==> src/rtl/mem_load_unit.sv <==
// rtl/mem_load_unit.sv - Load unit: unaligned byte/half/word/dword loads over a 64-bit beat port
//
// Ports:
//   clk, rst                       single clock, synchronous active-high reset
//   ld_valid/ld_ready              load request handshake (ready only when idle)
//   ld_addr/ld_size/ld_unsigned/ld_rd  request fields captured on accept
//   mem_req/mem_addr/mem_gnt       beat read request, held until granted
//   mem_rvalid/mem_rdata/mem_err   beat read response
//   wb_valid/wb_ready              writeback handshake
//   wb_rd/wb_data/wb_err           writeback result, held until consumed
module mem_load_unit #(
  parameter int ADDR_W = 64,
  parameter int DATA_W = 64
) (
  input  logic              clk,
  input  logic              rst,
  input  logic              ld_valid,
  output logic              ld_ready,
  input  logic [ADDR_W-1:0] ld_addr,
  input  logic [1:0]        ld_size,
  input  logic              ld_unsigned,
  input  logic [4:0]        ld_rd,
  output logic              mem_req,
  output logic [ADDR_W-1:0] mem_addr,
  input  logic              mem_gnt,
  input  logic              mem_rvalid,
  input  logic [DATA_W-1:0] mem_rdata,
  input  logic              mem_err,
  output logic              wb_valid,
  input  logic              wb_ready,
  output logic [4:0]        wb_rd,
  output logic [63:0]       wb_data,
  output logic              wb_err
);

  typedef enum logic [2:0] {IDLE, REQ0, WAIT0, REQ1, WAIT1, RESP} state_t;

  state_t            r_state;
  logic [2:0]        r_off;
  logic [1:0]        r_size;
  logic              r_unsigned;
  logic [4:0]        r_rd;
  logic [63:0]       r_beat0;
  logic              r_mem_req;
  logic [ADDR_W-1:0] r_mem_addr;
  logic              r_wb_valid;
  logic [63:0]       r_wb_data;
  logic              r_wb_err;

  logic [3:0]        w_bytes;
  logic              w_cross;

  // Access spills into the next beat when it runs past byte 7 of the first.
  assign w_bytes = 4'd1 << r_size;
  assign w_cross = ({1'b0, r_off} + w_bytes) > 4'd8;

  // Shift the two-beat window down to the access offset, then extend by size.
  function automatic logic [63:0] f_extract(input logic [127:0] cat, input logic [2:0] off,
                                            input logic [1:0] size, input logic uns);
    logic [127:0] sh;
    logic [63:0]  res;
    sh = cat >> {off, 3'b000};
    case (size)
      2'd0:    res = uns ? {56'b0, sh[7:0]}  : {{56{sh[7]}},  sh[7:0]};
      2'd1:    res = uns ? {48'b0, sh[15:0]} : {{48{sh[15]}}, sh[15:0]};
      2'd2:    res = uns ? {32'b0, sh[31:0]} : {{32{sh[31]}}, sh[31:0]};
      default: res = sh[63:0];
    endcase
    return res;
  endfunction

  always_ff @(posedge clk) begin
    if (rst) begin
      r_state    <= IDLE;
      r_off      <= 3'b0;
      r_size     <= 2'b0;
      r_unsigned <= 1'b0;
      r_rd       <= 5'b0;
      r_beat0    <= 64'b0;
      r_mem_req  <= 1'b0;
      r_mem_addr <= '0;
      r_wb_valid <= 1'b0;
      r_wb_data  <= 64'b0;
      r_wb_err   <= 1'b0;
    end else begin
      case (r_state)
        IDLE: begin
          if (ld_valid) begin
            r_off      <= ld_addr[2:0];
            r_size     <= ld_size;
            r_unsigned <= ld_unsigned;
            r_rd       <= ld_rd;
            r_mem_addr <= {ld_addr[ADDR_W-1:3], 3'b000};
            r_mem_req  <= 1'b1;
            r_state    <= REQ0;
          end
        end
        REQ0: begin
          if (mem_gnt) begin
            r_mem_req <= 1'b0;
            r_state   <= WAIT0;
          end
        end
        WAIT0: begin
          if (mem_rvalid) begin
            if (mem_err) begin
              r_wb_err   <= 1'b1;
              r_wb_data  <= 64'b0;
              r_wb_valid <= 1'b1;
              r_state    <= RESP;
            end else if (w_cross) begin
              r_beat0    <= mem_rdata;
              r_mem_addr <= r_mem_addr + ADDR_W'(8);  // wraps at the top of the address space
              r_mem_req  <= 1'b1;
              r_state    <= REQ1;
            end else begin
              r_wb_err   <= 1'b0;
              r_wb_data  <= f_extract({64'b0, mem_rdata}, r_off, r_size, r_unsigned);
              r_wb_valid <= 1'b1;
              r_state    <= RESP;
            end
          end
        end
        REQ1: begin
          if (mem_gnt) begin
            r_mem_req <= 1'b0;
            r_state   <= WAIT1;
          end
        end
        WAIT1: begin
          if (mem_rvalid) begin
            r_wb_err   <= mem_err;
            r_wb_data  <= mem_err ? 64'b0
                                  : f_extract({mem_rdata, r_beat0}, r_off, r_size, r_unsigned);
            r_wb_valid <= 1'b1;
            r_state    <= RESP;
          end
        end
        RESP: begin
          if (wb_ready) begin
            r_wb_valid <= 1'b0;
            r_state    <= IDLE;
          end
        end
        default: r_state <= IDLE;
      endcase
    end
  end

  assign ld_ready = (r_state == IDLE);
  assign mem_req  = r_mem_req;
  assign mem_addr = r_mem_addr;
  assign wb_valid = r_wb_valid;
  assign wb_rd    = r_rd;
  assign wb_data  = r_wb_data;
  assign wb_err   = r_wb_err;

endmodule

==> config.mk <==
export PLATFORM = sky130hd
export DESIGN_NAME = mem_load_unit
export DESIGN_NICKNAME = d
export VERILOG_FILES = /design/src/rtl/mem_load_unit.sv
export SDC_FILE = /design/constraint.sdc
export NUM_CORES = 1
export LEC_CHECK = 0
export BUFFER_PORTS_ARGS = -buffer_cell sky130_fd_sc_hd__buf_2
export CORE_MARGIN = 2
export CORE_UTILIZATION = 56
export DETAILED_ROUTE_END_ITERATION = 16
export HOLD_SLACK_MARGIN = 0.03
export PLACE_DENSITY_LB_ADDON = 0.2
export SKIP_CTS_REPAIR_TIMING = 1
export SLEW_MARGIN = 20
export SYNTH_ARGS = -nofsm -noshare
export SYNTH_HDL_FRONTEND = slang
export SYNTH_SLANG_ARGS = --single-unit
export TNS_END_PERCENT = 1
==> constraint.sdc <==
create_clock -name clk -period 4.83 [get_ports clk]
set_input_delay 0.2415 -clock clk [delete_from_list [all_inputs] [get_ports clk]]
set_output_delay 0.2415 -clock clk [all_outputs]
set_load 0.01 [all_outputs]
==> results.txt, run 1 <==
The flow ran to the end, but the final reports show violations. The final reports fail on hold timing. The floorplan step defined a die boundary enclosing 0.0257 sq mm. The hold violation count in the final report is 1. In this run the critical register-to-register path is captured at r_beat0[11]$_SDFFE_PP0P_. STA classifies the critical path startpoint as a flip-flop. The run gives 0 ns as the setup TNS. In this run the remaining antenna-violating nets after routing total 0. Placed instance count: 2,202. At the end of the flow, the number of nets in the layout was 2,076.

Maximum clock insertion buffer count: 3. The number of synthesized flops with an enable pin works out to 0. The number of cells on the worst reg-to-reg path works out to 12.

The most used flip-flop cell after synthesis is sky130_fd_sc_hd__dfxtp_1. The library cell used most frequently in the layout, excluding fill and tap cells, is sky130_fd_sc_hd__buf_2. Walking the worst path, the cells encountered are or2_2 > inv_1 > ha_1 > ha_1 > a21oi_1 > o221a_2 > mux2i_1 > nand2_1 > nor2_4 > buf_12 > mux2i_1 > nor2_1. Clock-pin slew was measured on the worst setup and hold paths at 0.06 ns.

The tools report the number of global-route vias before repair as 13,421. 280 I/O pins were placed. Port buffering added 276 buffers. The switching share of power was 0.388. The combinational family with the most area after synthesis was compound AO/OA/AOI/OAI gates. In this run the horizontal extent of the chip is 160 um.

The number of synthesized register bits was 206. Global routing finished with a remaining overflow of 0. For the total via count in the routed design, the log shows 14,238. The distinct cell type count after synthesis was 81.

Setup violations remaining at the end of the flow were counted as 0. The tools report the part of the power in the clock network as 0.289. The final core utilization was 0.664; the per-cell routed wire length was 20.7 um. The run gives 0.00370 W as the total internal power. The number of buffer and inverter instances along the worst setup path came out at 2. Setup repair after global routing left no endpoint under its margin. The tree is rooted in a sky130_fd_sc_hd__clkbuf_16. The tools report the origin of the worst min-delay path as mem_rdata[26]. The terminating pin of the worst hold path was r_beat0[26]$_SDFFE_PP0P_. The kind of cell with the highest combined delay along the critical path is simple AND/OR/NAND/NOR gates.

The setup check on the worst reg-to-reg path leaves a slack of 1.09 ns. The total DRC errors in the routed layout came out at 0. The share of the yosys chip area belonging to registers was 0.302.

Leaving out fill and tap cells, the most frequent cells in the layout are sky130_fd_sc_hd__buf_2 (275), sky130_fd_sc_hd__nand2_1 (246), sky130_fd_sc_hd__mux2i_1 (207), sky130_fd_sc_hd__dfxtp_1 (203), sky130_fd_sc_hd__nor2_1 (163). The arithmetic-cell share of the synthesized area counting full adders, half adders and majority gates is 0.00275, and the filler-free cell count of the finished design is 2,271. Fraction of layout instances using a drive strength above 1: 0.217. The cell area after layout is 0.0160 sq mm. For the pin with the worst max-slew slack, the measured transition is 1.08 ns.

Number of slew-limit violations in the final report: 0. The tools report the initial antenna violation count as 4. The number of clock buffers added by TritonCTS is 22.

In this design, the stage delay of the slowest critical-path cell is 0.53 ns. Across the VDD grid, the largest voltage drop is 0.248 mV. Level count of the clock H-tree: 1. The standard cell area after detailed placement was 0.0150 sq mm.

The tools report the endpoint type of the worst setup path as a flip-flop. The tools report the switching power as 0.00235 W. The first TritonRoute pass finished after 5 iterations.

Relative to the synthesized area, the layout overhead comes to 17.0%. After technology mapping, the gate count stands at 1,731. The arrival time reported for the critical path endpoint was 4.12 ns; the placed wire-length estimate after detailed placement was 33.4 mm.

The tools report the core area as 0.0241 sq mm. For this run, the number of Yosys warnings is 0. In the final layout, the multi-input gates occupy 0.00879 sq mm. The run gives 95 as the pin count of the biggest net entering global routing.

The area share of xor/xnor cells in the synthesized design is 0.000641, and the first-pass GRT wire length is 72.7 mm. After synthesis, the cell types taking the most area are sky130_fd_sc_hd__dfxtp_1 (30%), sky130_fd_sc_hd__mux2i_1 (15%), sky130_fd_sc_hd__nand2_1 (6.8%). TritonCTS built the clock tree.

The cell area that synthesis handed to floorplanning was 0.0137 sq mm. In this run the power density over the cells is 379 mW/mm^2. The top-area cell type share of the netlist area was 0.302; the post-synthesis simple-gate area fraction was 0.191. The worst max-slew margin expressed relative to the limit was 0.279; the area occupied by registers was 0.00414 sq mm. The mux contribution to synthesized area was 0.195.

The share of flip-flops with an asynchronous set or reset is 0, and the total wirelength of the detailed-routed design is 46.9 mm. The analysis attributes to cell leakage a power of 6.37 nW. The critical path is of the flip-flop to flip-flop type.

The worst hold-check path type is primary input to flip-flop. Starting density of the core: 0.567. After detailed routing, the number of vias per cell comes to 6.27. Cell taking the most area after synthesis: sky130_fd_sc_hd__dfxtp_1. The tools report the proportion of power drawn by combinational gates as 0.360.

The final cycle utilization of the critical path is 0.775, and the overall fraction of global-route tracks in use is 0.351. Subtracting the final worst setup slack from the clock period gives 3.74 ns. Post-route worst hold slack: -0.00967 ns.

The maximum achievable frequency was 0.267 GHz. The part of the power in registers is 0.351. Across the run, the number of max-cap violations was 0. The row count was 57; the filler cell count in the final layout was 2,122. Each instance of the synthesized netlist takes up on average 7.89 sq um.

Counting instances, the worst hold path has a depth of 3. The detailed router finished its first iteration with 1,339 violations. For the worst setup path, the data required time is 5.20 ns. The clock sink count was 206; the height of the chip was 160 um. The cell with the biggest individual delay on the critical path was sky130_fd_sc_hd__dfxtp_1. The clock skew is 0.00601 ns, and the highest fanout seen on the critical path is 60. Tracing the worst setup path back leads to its startpoint at r_size[0]$_SDFFE_PP0P_.

The tools report the launching point of the worst reg2reg path as r_size[0]$_SDFFE_PP0P_. Placer's final routability congestion estimate: 0.986. For the clock insertion delay at the later pin of the skew report, the log shows 0.53 ns. The area fraction in compound gates after synthesis was 0.251.
-- registers in the layout, summed over array words and instances (netlist names), 2 cells and up --
register	count
r_beat0	64
wb_rd	5
wb_data	64
r_state	3
r_off	3
r_size	2
mem_addr	61
-- layout make-up --
cell class                 count  share of cell area
multi-input combinational   1361               0.550
sequential                   206               0.259
timing repair buffer         329               0.117
clock buffer                  30              0.0394
tap                          324              0.0253
clock inverter                 9             0.00681
inverter                      10             0.00235
antenna                        2            0.000313
-- cells in the mapped netlist, drive strengths merged, types with 6 or more instances --
library cell,number
and2,8
buf,68
or4,13
a21oi,142
a211oi,34
nor2b,10
nor2,166
mux2,40
a22o,10
o211ai,37
a32o,10
a31oi,11
dfxtp,206
nor3,19
a21o,15
nand2,247
a22oi,39
a311oi,7
nor4,8
a221o,11
or3,12
and3,13
mux2i,207
o31ai,14
o22ai,20
inv,10
or2,8
nand3,39
o21ai,140
a2111o,8
clkbuf,88
mux4,6
nand4,9
-- worst max-delay path by stage --
stage | to | slack (ns) | depth (start not counted)
after floorplan | r_beat0[21]$_SDFFE_PP0P_ | 1.46 | 17
after detailed placement | r_beat0[27]$_SDFFE_PP0P_ | 1.18 | 12
after global routing | r_beat0[16]$_SDFFE_PP0P_ | 0.80 | 12
after CTS | r_beat0[35]$_SDFFE_PP0P_ | 1.15 | 12
after global placement | r_beat0[9]$_SDFFE_PP0P_ | 1.30 | 12
final | r_beat0[11]$_SDFFE_PP0P_ | 1.09 | 12
-- power by group through the flow --
stage / Combinational, W / Clock, W / Sequential (W)
finish: 0.00218 / 0.00175 / 0.00213
global route: 0.00236 / 0.00183 / 0.00216
CTS: 0.00213 / 0.00176 / 0.00212
detailed placement: 0.00212 / 0 / 0.00215
global placement: 0.00209 / 0 / 0.00215
floorplan: 0.00148 / 0 / 0.00211
-- kinds of logic (layout without fill, tap and decap cells) --
logic type / after synthesis / count (layout)
simple gates: 574 / 574
compound gates: 527 / 527
mux: 253 / 253
flops: 206 / 206
buf+inv: 166 / 378
fa+ha+maj: 3 / 3
other cells: 1 / 5
xor+xnor: 1 / 1
-- through the flow --
stage | setup WS (ns) | power, W | hold slack (ns)
floorplan | 1.46 | 0.00359 | 0.367
global placement | 1.30 | 0.00424 | 0.432
detailed placement | 1.18 | 0.00427 | 0.434
CTS | 1.15 | 0.00601 | -0.0634
global route | 0.800 | 0.00635 | 0.0301
finish | 1.09 | 0.00606 | -0.00967
-- per-layer routing --
layer | routed length (um) | vias to the layer above | global-route usage
met3 | 3250 | 171 | 0.0553
met1 | 18100 | 6643 | 0.414
li1 | - | 6750 | -
met2 | 22300 | 672 | 0.589
met4 | 3360 | 2 | 0.236
met5 | 11 | - | 0
-- worst min-delay path: stages --
cell	delay, ns
sky130_fd_sc_hd__buf_2	0.10
sky130_fd_sc_hd__mux2i_1	0.06
sky130_fd_sc_hd__nor2_1	0.07
No activity file was read; power rests on OpenSTA's default activity.
==> run 2: changes to the inputs <==
- CORE_UTILIZATION: 56 -> 51
- clock period: 4.83 -> 3.02 ns (I/O delays scaled with it)
==> run 2 against run 1 <==
The flow still finishes with violations (hold timing). Die area increased by 9.6%. Non-clock buffer count increased by 104. Power increased by 65%. Global-route usage decreased by 2.4 points. Hold slack got worse by 0.017 ns. Register-to-register slack got worse by 0.99 ns. Critical path depth unchanged. Sequential power increased by 55%. First-iteration DRC count increased by 20%. Fmax increased by 28%. Final cell count increased by 5.0%. Largest cell class unchanged. Largest power group unchanged.
==> results.txt, run 2 (synthesis gave the netlist of run 1 again) <==
The logs give 1 (-3) for the initial antenna violation count and 49.2 mm (+4.7%) for the total wirelength of the detailed-routed design. The clock slew seen by the registers of the worst setup and hold paths is 0.06 ns (about the same), and the remaining global-route overflow is 0 (unchanged). In this run the critical register-to-register path is captured at r_beat0[32]$_SDFFE_PP0P_. The maximum vdd drop is 0.476 mV (+92%). The total design power was 0.0100 W (+65%).

The first-pass GRT wire length came out at 74.0 mm (+1.9%). The highest fanout seen on the critical path is 53 (-12%). The startpoint identified for the worst register-to-register timing path is r_size[1]$_SDFFE_PP0P_. The critical path in this run is classified as flip-flop to flip-flop. The final core utilization is 0.651 (-0.0126). The flow ran to the end, but the final reports show violations. The cell area after layout was 0.0171 sq mm (+6.7%).

The logs give 0.327 (-0.0239) for the overall fraction of global-route tracks in use and 14,813 (+4.0%) for the total via count in the routed design. The critical path startpoint category was a flip-flop. For the post-route worst hold slack, the log shows -0.0271 ns (-0.0174 ns). The worst hold path terminates at r_beat0[11]$_SDFFE_PP0P_.

The number of stages on the worst hold path was 3 (unchanged); the final-stage net count was 2,181 (+5.1%). The maximum achievable frequency was 0.342 GHz (+28%). The number of global-route vias before repair was 13,601 (+1.3%). The run gives 0 (unchanged) as the number of slew-limit violations in the final report.

The height of the chip was 168 um (+4.7%); the total setup violations reported at the end of the flow was 0 (unchanged). The count of buffers from port buffering came out at 276 (unchanged). Setup repair after global routing could not meet its margin everywhere. Relative to the synthesized area, the layout overhead comes to 24.8%.

The run gives 0 (unchanged) as the remaining antenna violation count. The via density per instance works out to 6.21 (-0.89%). Standard cell area after detailed placement: 0.0154 sq mm (+2.9%). The number of buffers created by CTS came out at 23 (+4.5%). The arrival time reported for the critical path endpoint was 3.27 ns (-0.85 ns). The level count of the clock H-tree was 1 (unchanged). The checks that failed: hold timing. For the clock insertion delay at the later pin of the skew report, the log shows 0.51 ns (-0.02 ns). For the reported leakage power, the log shows 6.87 nW (+7.8%).

The tools report the row count as 59 (+3.5%). In the layout the commonest cells are sky130_fd_sc_hd__buf_2 (275), sky130_fd_sc_hd__nand2_1 (247), sky130_fd_sc_hd__mux2i_1 (206), sky130_fd_sc_hd__dfxtp_1 (203), sky130_fd_sc_hd__nor2_1 (163). The run gives 1,601 (+20%) as the DRC marker count from the first detailed-route iteration. For the clock skew, the log shows 0.00806 ns (+0.00205 ns). For the starting density of the core, the log shows 0.521 (-0.0454). The final cycle utilization of the critical path is 0.968 (+0.192), and the reg2reg setup slack is 0.1 ns (-0.99 ns). STA classifies the critical path endpoint as a flip-flop.

The maximum clock insertion buffer count was 3 (unchanged). The tools report the placed instance count as 2,258 (+2.5%). The root buffer cell chosen for the clock tree is sky130_fd_sc_hd__clkbuf_16. The hold violation count in the final report is 2 (+1).

The per-cell routed wire length works out to 20.6 um (-0.22%). The placed wire-length estimate after detailed placement was 34.9 mm (+4.6%); the placer's final routability congestion estimate was 0.978 (-0.77%). Worst max-slew margin expressed relative to the limit: 0.340 (+0.0604). Worst hold-check path type: primary input to flip-flop. TritonCTS built the clock tree. Origin of the worst min-delay path: mem_rdata[11].

Leaving out fill and tap cells, the most frequent cell in the layout is sky130_fd_sc_hd__buf_2. The total power per unit cell area works out to 586 mW/mm^2 (+55%). The pin count of the biggest net entering global routing was 100 (+5.3%).

The shortest clock period the worst path allows after layout was 2.92 ns (-0.822 ns). The filler cell count in the final layout is 2,261 (+6.6%), and the count of boundary I/O pins is 280 (unchanged). The core area is 0.0262 sq mm (+8.7%), and the area of the die is 0.0281 sq mm (+9.6%). The total area of multi-input combinational cells was 0.00882 sq mm (+0.31%). Total of max-cap violations: 0 (unchanged).

The total DRC errors in the routed layout is 0 (unchanged). The fraction of layout instances using a drive strength above 1 is 0.230 (+0.0130), and the number of cells on the worst reg-to-reg path is 12 (unchanged). Critical path required time: 3.37 ns (-1.83 ns).

The logs give 0.00414 sq mm (unchanged) for the area occupied by registers and 2,384 (+5.0%) for the filler-free cell count of the finished design. Clock sink count: 206 (unchanged). For the first-pass iteration count of the detailed router, the log shows 6 (+1). The die extent in x is 168 um (+4.7%).

The slew of the pin with the lowest slew margin was 0.990 ns (-0.0907 ns).
[run 2: cell count changes in the layout (fill, tap and decap cells not counted), sizes merged]
cell         change
buf             +44
bufinv           -1
clkbuf           +5
clkinv           -4
diode            -1
dlygate4sd3     +59
[run 2: area by class of cell]
cell class	instances	area share
Multi-Input combinational cell	1361	0.517
Antenna cell	1	0.000147
Inverter	10	0.00220
Timing Repair Buffer	433	0.170
Tap cell	335	0.0246
Sequential cell	206	0.242
Clock buffer	34	0.0409
Clock inverter	4	0.00279
[run 2: worst max-delay path by stage]
stage	start	endpoint	slack [ns]	cells past startpoint
2_1_floorplan	r_off[1]$_SDFFE_PP0P_	wb_data[11]$_SDFFE_PP0P_	-0.10	16
5_1_grt	r_size[1]$_SDFFE_PP0P_	r_beat0[32]$_SDFFE_PP0P_	-0.05	12
3_3_place_gp	r_size[1]$_SDFFE_PP0P_	mem_addr[38]$_SDFFE_PP0P_	0.05	12
6_report	r_size[1]$_SDFFE_PP0P_	r_beat0[32]$_SDFFE_PP0P_	0.1	12
3_5_place_dp	r_size[1]$_SDFFE_PP0P_	mem_addr[38]$_SDFFE_PP0P_	0.007	12
4_1_cts	r_size[1]$_SDFFE_PP0P_	mem_addr[38]$_SDFFE_PP0P_	0.006	12
[run 2: metal layers]
metal  share of wire  up-vias  GRT usage  wire [um]
met1            0.40     6942      0.415      19700
met2            0.47      744      0.541      23200
met5               0        -          0          0
met4           0.054        0      0.163       2630
met3           0.075      166     0.0520       3700
li1                -     6961          -          -
[run 2: report_power, final]
| part | internal, W | total, W | switching, W |
|---|---|---|---|
| clock | 0.00167 | 0.00281 | 0.00114 |
| sequential | 0.00299 | 0.00331 | 0.000317 |
| combinational | 0.00152 | 0.00388 | 0.00236 |
| total | 0.00618 | 0.0100 | 0.00382 |
[run 2: stage by stage]
step                      TNS (ns)  setup WS (ns)
after CTS                        0        0.00566
after floorplan              -4.65         -0.103
after global placement           0         0.0505
after global routing        -0.170        -0.0545
final                            0         0.0980
after detailed placement         0        0.00717
[run 2: worst max-delay path, stage by stage (launching register included)]
cell	delay [ns]
sky130_fd_sc_hd__dfxtp_1	0.31
sky130_fd_sc_hd__or2_2	0.30
sky130_fd_sc_hd__inv_1	0.06
sky130_fd_sc_hd__ha_1	0.17
sky130_fd_sc_hd__ha_2	0.20
sky130_fd_sc_hd__a21oi_1	0.04
sky130_fd_sc_hd__o221a_2	0.30
sky130_fd_sc_hd__mux2i_2	0.26
sky130_fd_sc_hd__nand2_1	0.16
sky130_fd_sc_hd__nor2_4	0.16
sky130_fd_sc_hd__clkbuf_16	0.35
sky130_fd_sc_hd__mux2i_1	0.31
sky130_fd_sc_hd__nor2_1	0.09
==> run 3: changes to the inputs <==
- ABC_CLOCK_PERIOD_IN_PS: not set -> 3300
- CORE_UTILIZATION: 51 -> 56
- HOLD_SLACK_MARGIN: 0.03 -> 0.12
- clock period: 3.02 -> 3.3 ns (I/O delays scaled with it)
==> run 3 against run 2 <==
The flow now finishes without violations. Critical path type unchanged. Largest power group unchanged. Sequential share of layout area shrank 0.48 points. Via count increased by 1.9%. Critical path depth down 1. Clock-buffer cell count unchanged. Critical endpoint is now wb_data[58]$_SDFFE_PP0P_. Die area decreased by 8.7%. Routed wire length rose by 2.9%. First-iteration DRC count shrank 8.1%. Highest routed layer unchanged.
==> results.txt, run 3 (synthesis gave the netlist of run 1 again) <==
The critical path is of the flip-flop to flip-flop type. The most common cell after layout, fill and taps aside is sky130_fd_sc_hd__buf_2. The number of stages on the worst hold path is 5 (+2). The clock sink count is 206 (unchanged).

The clock insertion delay at the later pin of the skew report is 0.54 ns (+0.03 ns), and the relative area change from synthesis to final layout is 27.4%. TritonCTS built the clock tree. Reported leakage power: 7.00 nW (+2.0%). The total via count in the routed design came out at 15,099 (+1.9%). For the area of the die, the log shows 0.0257 sq mm (-8.7%). The number of cells on the worst reg-to-reg path was 11 (-1); the filler-free cell count of the finished design was 2,407 (+0.96%). The number of slew-limit violations in the final report was 0 (unchanged); the final-stage net count was 2,211 (+1.4%). The path class of the tightest hold or removal check is primary input to flip-flop. The level count of the clock H-tree was 1 (unchanged). The logs give 0.0241 sq mm (-8.0%) for the core area and 0.381 (+0.0414) for the worst max-slew margin expressed relative to the limit. Leaving out fill and tap cells, the most frequent cells in the layout are sky130_fd_sc_hd__buf_2 (275), sky130_fd_sc_hd__nand2_1 (246), sky130_fd_sc_hd__mux2i_1 (206), sky130_fd_sc_hd__dfxtp_1 (202), sky130_fd_sc_hd__nor2_1 (163). The final cycle utilization of the critical path is 0.948 (-0.0198).

The DRC marker count from the first detailed-route iteration is 1,472 (-8.1%). The shortest clock period the worst path allows after layout came out at 3.13 ns (+0.205 ns). The via density per instance was 6.27 (+0.96%). The tools report the endpoint type of the worst setup path as a flip-flop.

The flow ran to the end, and the final reports show no timing, DRC or antenna violations. For the placed wire-length estimate after detailed placement, the log shows 34.5 mm (-1.2%). Post-route worst hold slack: 0.0586 ns (+0.0856 ns). The tools report the critical path startpoint category as a flip-flop.

The row count came out at 57 (-3.4%). The tools report the critical path required time as 3.72 ns (+0.35 ns). The total area of multi-input combinational cells was 0.00880 sq mm (-0.21%); the remaining global-route overflow was 0 (unchanged). The tools report the number of antenna cells inserted as 0 (-1).

The height of the chip works out to 160 um (-4.5%). Clock tree synthesis selected as its root buffer the cell sky130_fd_sc_hd__clkbuf_16. The total of max-cap violations is 0 (unchanged). The maximum achievable frequency is 0.320 GHz (-6.6%), and the per-cell routed wire length is 21.0 um (+1.9%).

The maximum clock insertion buffer count was 3 (unchanged); the first-pass GRT wire length was 73.5 mm (-0.73%). The clock skew is 0.0121 ns (+0.00407 ns). The remaining antenna violation count is 0 (unchanged), and the total power per unit cell area is 532 mW/mm^2 (-9.2%). The number of global-route vias before repair was 13,562 (-0.29%).

The first-pass iteration count of the detailed router is 7 (+1). The reg2reg setup slack was 0.17 ns (+0.07 ns); the placer's final routability congestion estimate was 1.00 (+2.7%). The clock slew seen by the registers of the worst setup and hold paths is 0.06 ns (about the same), and the highest fanout seen on the critical path is 9 (-83%). For the overall fraction of global-route tracks in use, the log shows 0.355 (+0.0284).

The die extent in x works out to 160 um (-4.5%). Area occupied by registers: 0.00414 sq mm (about the same). The run gives 0 (unchanged) as the total DRC errors in the routed layout.

The total wirelength of the detailed-routed design was 50.6 mm (+2.9%); the count of boundary I/O pins was 280 (unchanged). The logs give 0 (unchanged) for the total setup violations reported at the end of the flow and 0 (-2) for the hold violation count in the final report. The pin count of the biggest net entering global routing came out at 142 (+42%). The fraction of layout instances using a drive strength above 1 came out at 0.218 (-0.0120). The tools report the maximum vdd drop as 0.405 mV (-15%). The arrival time reported for the critical path endpoint came out at 3.54 ns (+0.27 ns).

The count of buffers from port buffering came out at 276 (unchanged). The starting density of the core was 0.567 (+0.0454). The run gives 24 (+4.3%) as the number of buffers created by CTS. The slew of the pin with the lowest slew margin works out to 0.928 ns (-0.0621 ns). The logs give 1,933 (-15%) for the filler cell count in the final layout and 0 (-1) for the initial antenna violation count. The run gives 2,226 (-1.4%) as the placed instance count.
## run 3: stage by stage
stage	TNS (ns)	instance area [sq um]	setup WS (ns)	util	total power, W
after floorplan	0	13700	0.00636	-	0.00526
after global placement	0	15200	0.229	0.631	0.00629
after detailed placement	0	15200	0.124	0.631	0.00633
after CTS	0	16000	0.105	0.665	0.00903
after global routing	-0.0102	17400	-0.0102	0.722	0.00965
final	0	17400	0.172	0.722	0.00926
## run 3: critical path, stage by stage (launching register included)
cell	delay (ns)
sky130_fd_sc_hd__dfxtp_1	0.37
sky130_fd_sc_hd__or2_2	0.33
sky130_fd_sc_hd__inv_1	0.06
sky130_fd_sc_hd__ha_1	0.21
sky130_fd_sc_hd__ha_1	0.21
sky130_fd_sc_hd__a21oi_1	0.05
sky130_fd_sc_hd__o221a_2	0.30
sky130_fd_sc_hd__mux2i_2	0.27
sky130_fd_sc_hd__a21oi_4	0.15
sky130_fd_sc_hd__o211ai_2	0.51
sky130_fd_sc_hd__a21oi_1	0.15
sky130_fd_sc_hd__a2111o_1	0.40
## run 3: area by class of cell
cell class	instances	area share
Clock buffer	34	0.0413
Tap cell	324	0.0233
Timing Repair Buffer	462	0.184
Inverter	10	0.00216
Multi-Input combinational cell	1361	0.506
Clock inverter	10	0.00553
Sequential cell	206	0.238
## run 3: final timing paths
kind | startpoint | endpoint
hold reg to reg | wb_data[50]$_SDFFE_PP0P_ | wb_data[50]$_SDFFE_PP0P_
hold / removal | ld_addr[39] | mem_addr[39]$_SDFFE_PP0P_
setup reg to reg | r_size[1]$_SDFFE_PP0P_ | wb_data[58]$_SDFFE_PP0P_
setup / recovery | r_size[1]$_SDFFE_PP0P_ | wb_data[58]$_SDFFE_PP0P_
## run 3: where the power goes
part | switching [W] | internal (W) | total, W
registers | 0.000335 | 0.00274 | 0.00307
clock network | 0.00112 | 0.00160 | 0.00272
logic | 0.00214 | 0.00133 | 0.00347
## run 3: metal layers
layer | up-vias | GRT usage | share of wire
met5 | - | 0 | 0
met1 | 7027 | 0.423 | 0.37
li1 | 6996 | - | -
met3 | 199 | 0.0574 | 0.079
met4 | 0 | 0.214 | 0.069
met2 | 877 | 0.603 | 0.48
